`config.mk`:
```
export PLATFORM = sky130hd
export DESIGN_NAME = tq_row_gather_flat
export DESIGN_NICKNAME = d
export VERILOG_FILES = /design/src/rtl/tq_pkg.sv /design/src/rtl/tq_row_gather_if.sv /design/src/rtl/tq_row_buf.sv /design/src/rtl/tq_row_gather.sv /design/src/flat_wrapper.sv
export SDC_FILE = /design/constraint.sdc
export NUM_CORES = 1
export LEC_CHECK = 0
export CAP_MARGIN = 20
export CORE_AREA = 10 10 208 308
export DETAILED_ROUTE_END_ITERATION = 10
export DIE_AREA = 0 0 218 318
export HOLD_SLACK_MARGIN = 0.05
export PLACE_DENSITY = 0.62
export SLEW_MARGIN = 30
export SYNTH_ARGS = -nofsm -noshare
export SYNTH_HDL_FRONTEND = slang
export SYNTH_SLANG_ARGS = --single-unit
```
`constraint.sdc`:
```
create_clock -name clk -period 5.1 [get_ports clk]
set_clock_uncertainty 0.1 [all_clocks]
set_input_delay 1.53 -clock clk [delete_from_list [all_inputs] [get_ports clk]]
set_output_delay 1.53 -clock clk [all_outputs]
set_load 0.005 [all_outputs]
```
`src/rtl/tq_pkg.sv`:
```
// tq_pkg: shared definitions for the transform row gatherer.
//  - size_e      : row size code carried on i_size/o_size (4, 8, 16 samples, reserved)
//  - beats_per_row(size) : number of 4-sample input beats that make one row
//  - rows_per_blk(size)  : number of rows in one square block of that size
package tq_pkg;

   typedef enum logic [1:0] {
      SIZE_4   = 2'd0,
      SIZE_8   = 2'd1,
      SIZE_16  = 2'd2,
      SIZE_RSV = 2'd3
   } size_e;

   // The reserved code maps to a single beat so a stray beat never stalls the row counter.
   function automatic logic [2:0] beats_per_row(input size_e s);
      case (s)
         SIZE_8:  return 3'd2;
         SIZE_16: return 3'd4;
         default: return 3'd1;
      endcase
   endfunction

   // A block is N x N, so it holds as many rows as a row holds samples.
   function automatic logic [4:0] rows_per_blk(input size_e s);
      case (s)
         SIZE_8:  return 5'd8;
         SIZE_16: return 5'd16;
         default: return 5'd4;
      endcase
   endfunction

endpackage

```
`src/rtl/tq_row_gather_if.sv`:
```
// tq_row_gather_if: beat input side and row output side of the row gatherer.
//  i_valid/o_ready/i_size/i_data : 4-sample input beats from the residual source
//  o_valid/i_ready               : row handshake towards the butterfly
//  o_size/o_bfly_en/o_row_idx/o_blk_last/o_data : presented row and its position in the block
//  o_err                         : sticky protocol error flag
// slave is the gatherer, master is whoever drives beats and consumes rows.
interface tq_row_gather_if #(
   parameter int IN_W  = 9,
   parameter int OUT_W = 26
);
   logic                  i_valid;
   logic                  o_ready;
   logic [1:0]            i_size;
   logic [4*IN_W-1:0]     i_data;
   logic                  o_valid;
   logic                  i_ready;
   logic [1:0]            o_size;
   logic                  o_bfly_en;
   logic [3:0]            o_row_idx;
   logic                  o_blk_last;
   logic [16*OUT_W-1:0]   o_data;
   logic                  o_err;

   modport slave (
      input  i_valid, i_size, i_data, i_ready,
      output o_ready, o_valid, o_size, o_bfly_en, o_row_idx, o_blk_last, o_data, o_err
   );

   modport master (
      output i_valid, i_size, i_data, i_ready,
      input  o_ready, o_valid, o_size, o_bfly_en, o_row_idx, o_blk_last, o_data, o_err
   );
endinterface

```
`src/rtl/tq_row_buf.sv`:
```
// tq_row_buf: one row register of 16 raw IN_W samples plus the row's size code.
//  clk, rst_n : clock, asynchronous active-low reset
//  we         : write the 4 samples of beat_data at column beat_idx*4
//  start      : first beat of a row; zero every lane and latch size_in before writing
//  row_o      : 16 stored samples, lane j at [j*IN_W +: IN_W]
//  size_o     : size code of the stored row
module tq_row_buf
   import tq_pkg::*;
#(
   parameter int IN_W = 9
) (
   input  logic                 clk,
   input  logic                 rst_n,
   input  logic                 we,
   input  logic                 start,
   input  logic [1:0]           beat_idx,
   input  size_e                size_in,
   input  logic [4*IN_W-1:0]    beat_data,
   output logic [16*IN_W-1:0]   row_o,
   output size_e                size_o
);

   logic [16*IN_W-1:0] row_q, row_d;
   size_e              size_q, size_d;

   // Clearing on the first beat is what guarantees lanes beyond the row size read as 0,
   // and that nothing from a previous (possibly larger) row leaks through.
   always_comb begin
      row_d  = row_q;
      size_d = size_q;
      if (we) begin
         if (start) begin
            row_d  = '0;
            size_d = size_in;
         end
         row_d[int'(beat_idx)*(4*IN_W) +: 4*IN_W] = beat_data;
      end
   end

   // Row storage and its size code.
   always_ff @(posedge clk or negedge rst_n) begin
      if (!rst_n) begin
         row_q  <= '0;
         size_q <= SIZE_4;
      end else begin
         row_q  <= row_d;
         size_q <= size_d;
      end
   end

   assign row_o  = row_q;
   assign size_o = size_q;

endmodule

```
`src/rtl/tq_row_gather.sv`:
```
// tq_row_gather: gathers 4-sample beats into 4/8/16-sample rows for the 16-point butterfly.
//  clk, rst_n : clock, asynchronous active-low reset
//  bus        : tq_row_gather_if slave port (beat input, row output, error flag)
// Two row buffers (ping/pong) form a depth-2 FIFO: one fills while the other is presented.
// Samples are stored raw and sign-extended to OUT_W lanes on the way out.
module tq_row_gather
   import tq_pkg::*;
#(
   parameter int IN_W  = 9,
   parameter int OUT_W = 26
) (
   input  logic                 clk,
   input  logic                 rst_n,
   tq_row_gather_if.slave       bus
);

   logic [1:0]  occ_q, occ_d;
   logic        wr_ptr_q, wr_ptr_d;
   logic        rd_ptr_q, rd_ptr_d;
   logic [1:0]  beat_cnt_q, beat_cnt_d;
   size_e       row_size_q, row_size_d;
   logic [3:0]  row_idx_q, row_idx_d;
   size_e       blk_size_q, blk_size_d;
   logic        err_q, err_d;
   logic        o_ready_q, o_ready_d;

   logic        accept, first_beat, rsv_beat, store, row_done, retire;
   size_e       beat_size, pres_size, ping_size, pong_size;
   logic [3:0]  last_idx;
   logic [16*IN_W-1:0]  ping_row, pong_row, pres_row;
   logic [16*OUT_W-1:0] data_ext;
   logic [IN_W-1:0]     sample;

   // Beat bookkeeping. The size only comes from i_size on beat 0; later beats
   // use the latched value so a wobbling i_size cannot tear a row.
   always_comb begin
      accept     = bus.i_valid && o_ready_q;
      first_beat = (beat_cnt_q == 2'd0);
      beat_size  = first_beat ? size_e'(bus.i_size) : row_size_q;
      rsv_beat   = accept && first_beat && (bus.i_size == SIZE_RSV);
      store      = accept && !rsv_beat;
      row_done   = store && ({1'b0, beat_cnt_q} == (beats_per_row(beat_size) - 3'd1));
      retire     = (occ_q != 2'd0) && bus.i_ready;
      pres_size  = rd_ptr_q ? pong_size : ping_size;
      pres_row   = rd_ptr_q ? pong_row : ping_row;
      last_idx   = 4'(rows_per_blk(pres_size) - 5'd1);
   end

   tq_row_buf #(.IN_W(IN_W)) u_ping (
      .clk       (clk),
      .rst_n     (rst_n),
      .we        (store && !wr_ptr_q),
      .start     (first_beat),
      .beat_idx  (beat_cnt_q),
      .size_in   (beat_size),
      .beat_data (bus.i_data),
      .row_o     (ping_row),
      .size_o    (ping_size)
   );

   tq_row_buf #(.IN_W(IN_W)) u_pong (
      .clk       (clk),
      .rst_n     (rst_n),
      .we        (store && wr_ptr_q),
      .start     (first_beat),
      .beat_idx  (beat_cnt_q),
      .size_in   (beat_size),
      .beat_data (bus.i_data),
      .row_o     (pong_row),
      .size_o    (pong_size)
   );

   // Next-state for pointers, occupancy and block position. o_ready is derived from
   // the next occupancy so it drops in the same edge the second row completes.
   always_comb begin
      occ_d      = occ_q;
      wr_ptr_d   = wr_ptr_q;
      rd_ptr_d   = rd_ptr_q;
      beat_cnt_d = beat_cnt_q;
      row_size_d = row_size_q;
      row_idx_d  = row_idx_q;
      blk_size_d = blk_size_q;
      err_d      = err_q;

      case ({row_done, retire})
         2'b10:   occ_d = occ_q + 2'd1;
         2'b01:   occ_d = occ_q - 2'd1;
         default: occ_d = occ_q;
      endcase

      if (store) begin
         if (first_beat) row_size_d = beat_size;
         beat_cnt_d = row_done ? 2'd0 : beat_cnt_q + 2'd1;
      end
      if (row_done) wr_ptr_d = !wr_ptr_q;
      if (rsv_beat) err_d = 1'b1;

      // A size change is only legitimate on the first row of a block; otherwise it
      // is still followed, but flagged. The >= wrap keeps a shrink mid-block bounded.
      if (retire) begin
         rd_ptr_d   = !rd_ptr_q;
         blk_size_d = pres_size;
         row_idx_d  = (row_idx_q >= last_idx) ? 4'd0 : row_idx_q + 4'd1;
         if ((row_idx_q != 4'd0) && (pres_size != blk_size_q)) err_d = 1'b1;
      end

      o_ready_d = (occ_d != 2'd2);
   end

   // Control state.
   always_ff @(posedge clk or negedge rst_n) begin
      if (!rst_n) begin
         occ_q      <= 2'd0;
         wr_ptr_q   <= 1'b0;
         rd_ptr_q   <= 1'b0;
         beat_cnt_q <= 2'd0;
         row_size_q <= SIZE_4;
         row_idx_q  <= 4'd0;
         blk_size_q <= SIZE_4;
         err_q      <= 1'b0;
         o_ready_q  <= 1'b1;
      end else begin
         occ_q      <= occ_d;
         wr_ptr_q   <= wr_ptr_d;
         rd_ptr_q   <= rd_ptr_d;
         beat_cnt_q <= beat_cnt_d;
         row_size_q <= row_size_d;
         row_idx_q  <= row_idx_d;
         blk_size_q <= blk_size_d;
         err_q      <= err_d;
         o_ready_q  <= o_ready_d;
      end
   end

   // Sign extension of the presented row into butterfly lanes.
   always_comb begin
      data_ext = '0;
      sample   = '0;
      for (int j = 0; j < 16; j++) begin
         sample = pres_row[j*IN_W +: IN_W];
         data_ext[j*OUT_W +: OUT_W] = {{(OUT_W-IN_W){sample[IN_W-1]}}, sample};
      end
   end

   assign bus.o_ready    = o_ready_q;
   assign bus.o_valid    = (occ_q != 2'd0);
   assign bus.o_size     = pres_size;
   assign bus.o_bfly_en  = (pres_size == SIZE_16);
   assign bus.o_row_idx  = row_idx_q;
   assign bus.o_blk_last = (row_idx_q == last_idx);
   assign bus.o_data     = data_ext;
   assign bus.o_err      = err_q;

endmodule

```
`src/flat_wrapper.sv`:
```
// flat-port wrapper written by rule: the top's interface ports become plain ports
module tq_row_gather_flat import tq_pkg::*;
#(
   parameter int IN_W  = 9,
   parameter int OUT_W = 26
)
  (clk, rst_n, bus_i_valid, bus_i_size, bus_i_data, bus_i_ready, bus_o_ready, bus_o_valid, bus_o_size, bus_o_bfly_en, bus_o_row_idx, bus_o_blk_last, bus_o_data, bus_o_err);
  tq_row_gather_if #(.IN_W(IN_W), .OUT_W(OUT_W)) bus_i ();
  input  logic clk;
  input  logic rst_n;
  input wire logic [$bits(bus_i.i_valid)-1:0] bus_i_valid;
  input wire logic [$bits(bus_i.i_size)-1:0] bus_i_size;
  input wire logic [$bits(bus_i.i_data)-1:0] bus_i_data;
  input wire logic [$bits(bus_i.i_ready)-1:0] bus_i_ready;
  output wire logic [$bits(bus_i.o_ready)-1:0] bus_o_ready;
  output wire logic [$bits(bus_i.o_valid)-1:0] bus_o_valid;
  output wire logic [$bits(bus_i.o_size)-1:0] bus_o_size;
  output wire logic [$bits(bus_i.o_bfly_en)-1:0] bus_o_bfly_en;
  output wire logic [$bits(bus_i.o_row_idx)-1:0] bus_o_row_idx;
  output wire logic [$bits(bus_i.o_blk_last)-1:0] bus_o_blk_last;
  output wire logic [$bits(bus_i.o_data)-1:0] bus_o_data;
  output wire logic [$bits(bus_i.o_err)-1:0] bus_o_err;
  assign bus_i.i_valid = bus_i_valid;
  assign bus_i.i_size = bus_i_size;
  assign bus_i.i_data = bus_i_data;
  assign bus_i.i_ready = bus_i_ready;
  assign bus_o_ready = bus_i.o_ready;
  assign bus_o_valid = bus_i.o_valid;
  assign bus_o_size = bus_i.o_size;
  assign bus_o_bfly_en = bus_i.o_bfly_en;
  assign bus_o_row_idx = bus_i.o_row_idx;
  assign bus_o_blk_last = bus_i.o_blk_last;
  assign bus_o_data = bus_i.o_data;
  assign bus_o_err = bus_i.o_err;
  tq_row_gather #(.IN_W(IN_W), .OUT_W(OUT_W)) u_core (.clk(clk), .rst_n(rst_n), .bus(bus_i));
endmodule
```
==> out/results.ini <==
[global_routing]
grt.total_usage=0.164
grt_pass1_vias=12800
gr-total-overflow=0
grt_first_pass_wirelength_um=87000
grt_max_degree=126
antenna_found_initial=1

[synth]
synth.area.mux_share=0.180
ys_seq_area_frac=0.446
yosys-top-cells-count=dfrtp_1, buf_4, mux2_2
synth_seq_cells=308
ys_warn_count=0
avgSynthCellArea_sq_um=11.6
netlist_instances=1495
netlist_area_sq_um=17300
synth_top_area_frac=0.444
synth_compound_gate_area_share=0.144
async_flop_share=1.00
synth_flop_cell=dfrtp_1
synth_edf_count=0
synth_fp_nets=1553
synth_top_cells_by_area=dfrtp_1, mux2_2, buf_4
synth_top_family_by_area=multiplexers
synth_cell_types=60
yosysMostFrequentCell=dfrtp_1
synth_xor_area_frac=0.00405
synth_area_leader_cell=dfrtp_1
synth-simple-area-share=0.0643
synth_fa_ha_area_frac=0.0116

[die]
boundaryPins=469
core_sq_um=58600
fp.dieW_um=218
die-area_sq_um=69300
rows=109
start_util=0.295
die_height_um=318

[sta]
fin_crit_ns=4.41
slew_viol_final=0
fin_ws_ns=0.695
fin_crit_sh=0.864
hold_violations=0
hold_ws_ns=0.374
setup_viol=0
worst_pin_slew_ns=0.987
rsz0062_at_grt=false
fmax_mhz=227
relSlewSlack=0.323
tns_ns=0

[critical_path]
crit_cells=5
worstSetupPathType=flip-flop to output pin
critical_path.cell_chain=mux2i_1, ha_1, ha_1, and3_1, clkdlybuf4s50_1
worstReg2RegStart=u_core.beat_cnt_q[0]$_DFFE_PN0N_
critPathArrivalTime_ns=2.78
path_common_cell=ha_1
slowest_delay_ns=0.51
worstPathMaxFanout=6
r2r_end=u_core.u_pong.row_o[15]$_DFFE_PN0P_
worstSetupStartpointType=flip-flop
cp-end-kind=output pin
critPathRequiredTime_ns=3.47
crit_path_end=bus_o_blk_last
slowest_stage=dfrtp_4
crit_family=adder cells
crit_start=u_core.rd_ptr_q$_DFFE_PN0P_
rrSetupSlack_ns=1.64
cp_num_buf_inv=1
worstRegToRegCells=6

[cts]
clkLatencyLatePin_ns=0.52
cts_tree=yes
clk_pin_slew_ns=0.06
clk_path_buf_depth=3
ctsHtreeMaxLevel=2
cts-root-buf=clkbuf_16
cts_hold_buf=0
cts_buffers=35
cts_resized=0
post-cts-setup-buffer-count=0
cts.sink_count=308

[pwr]
powerDensity_nw_per_um2=608
ir_drop_mv=0.460
leakage_nw=9.26

[cells_and_area]
fin_nets=1733
diodes=0
drive_gt1_frac=0.218
layout.cells.non_filler=2474
area_growth_pct=26.0

[drt]
wl_per_cell_um=24.1
drcViolationCount=0
first_pass_iters=5
totalWireLength_um=59700
drtIter0Drc=905
ant_nets=0
viasPerCell=4.97
vias=12300

[placed_design]
place.gp.congestion=0.890
placedCellCount=2414
dp_hpwl_um=43900
preCtsSetupSlack_ns=1.06
io_buffers=468

[worst_hold_path]
hp-start=u_core.u_ping.row_o[9]$_DFFE_PN0P_
hp-class=flip-flop to flip-flop

[run]
maxCapViolations=0

[outcome]
outcome=completed

cells in the final DEF, fill, tap and decap left out, types with 6 or more instances in the layout:
master	synthesis	layout
mux2i_1	28	28
inv_1	13	13
dfrtp_1	307	305
o2bb2ai_2	6	6
o21ai_0	40	40
nand2b_1	9	9
clkdlybuf4s50_1	0	467
nand2_1	79	79
or3_1	6	6
buf_4	282	23
nand3_1	12	12
o2bb2ai_1	132	132
nor2_1	48	48
mux2_2	240	240
nor2b_1	6	6
and2_1	7	7
clkbuf_1	14	7
ha_1	16	15
clkbuf_16	0	36
clkinv_2	0	6
nand3b_1	7	7
a22o_1	56	56
a22oi_1	17	17
o22ai_1	25	25
how the worst min path moves through the flow:
stage | slack (ns) | cells after the start | end
floorplan | 0.34 | 2 | u_core.u_pong.row_o[0]$_DFFE_PN0P_
global placement | 0.36 | 2 | u_core.u_pong.row_o[10]$_DFFE_PN0P_
detailed placement | 0.37 | 2 | u_core.u_ping.row_o[18]$_DFFE_PN0P_
CTS | 0.38 | 2 | u_core.u_ping.row_o[19]$_DFFE_PN0P_
global route | 0.39 | 1 | u_core.u_pong.row_o[111]$_DFFE_PN0P_
finish | 0.37 | 2 | u_core.u_ping.row_o[9]$_DFFE_PN0P_
per-stage QoR:
stage / cell area (sq um) / power [mW] / utilization
final: 21800 / 13.3 / 0.372
after global routing: 21800 / 14.0 / 0.372
after CTS: 21800 / 13.4 / 0.371
after detailed placement: 20700 / 10.9 / 0.352
after global placement: 20700 / 10.8 / 0.352
after floorplan: 17300 / 8.00 / -
tightest hold or removal path: stages (launching register included):
cell,delay [ns]
dfrtp_1,0.34
nand2_1,0.04
o21ai_0,0.06
power breakdown:
group	internal (mW)	total, mW	switching (mW)
Combinational	3.39	7.29	3.91
Clock	1.45	2.50	1.05
Sequential	3.09	3.47	0.377
Total	7.93	13.3	5.34
routing by layer:
layer | track usage | wire [um] | vias up | part of all wire
li1 | - | - | 5490 | -
met1 | 0.190 | 23100 | 6252 | 0.39
met5 | 0 | 13 | - | 0.00022
met2 | 0.292 | 30800 | 470 | 0.52
met3 | 0.0326 | 3950 | 75 | 0.066
met4 | 0.0585 | 1890 | 2 | 0.032
cell type report:
type	count	area, sq um
well taps	777	972
inverters	13	48.8
fillers	5724	36800
clock inverters	13	140
flip-flops and latches	308	7710
clock buffers	46	968
multi-input cells	821	6990
repair buffers	496	4970
sequential cells by signal (all words and copies together), names as in the netlist, 2 cells and up:
register,count
u_core.row_size_q,2
u_core.u_pong.row_o,144
u_core.u_pong.size_o,2
u_core.beat_cnt_q,2
u_core.blk_size_q,2
u_core.occ_q,2
u_core.u_ping.row_o,144
u_core.u_ping.size_o,2
u_core.bus.o_row_idx,4
logic make-up after synthesis:
kind of cell	count (synthesis)
AOI/OAI and AO/OA	312
xor gates and xnor gates	8
and+or+nand+nor	209
adders and majority gates	16
muxes	276
buffers and inverters	366
DFF	308
Note: power is estimated with default switching activity, not from simulation.
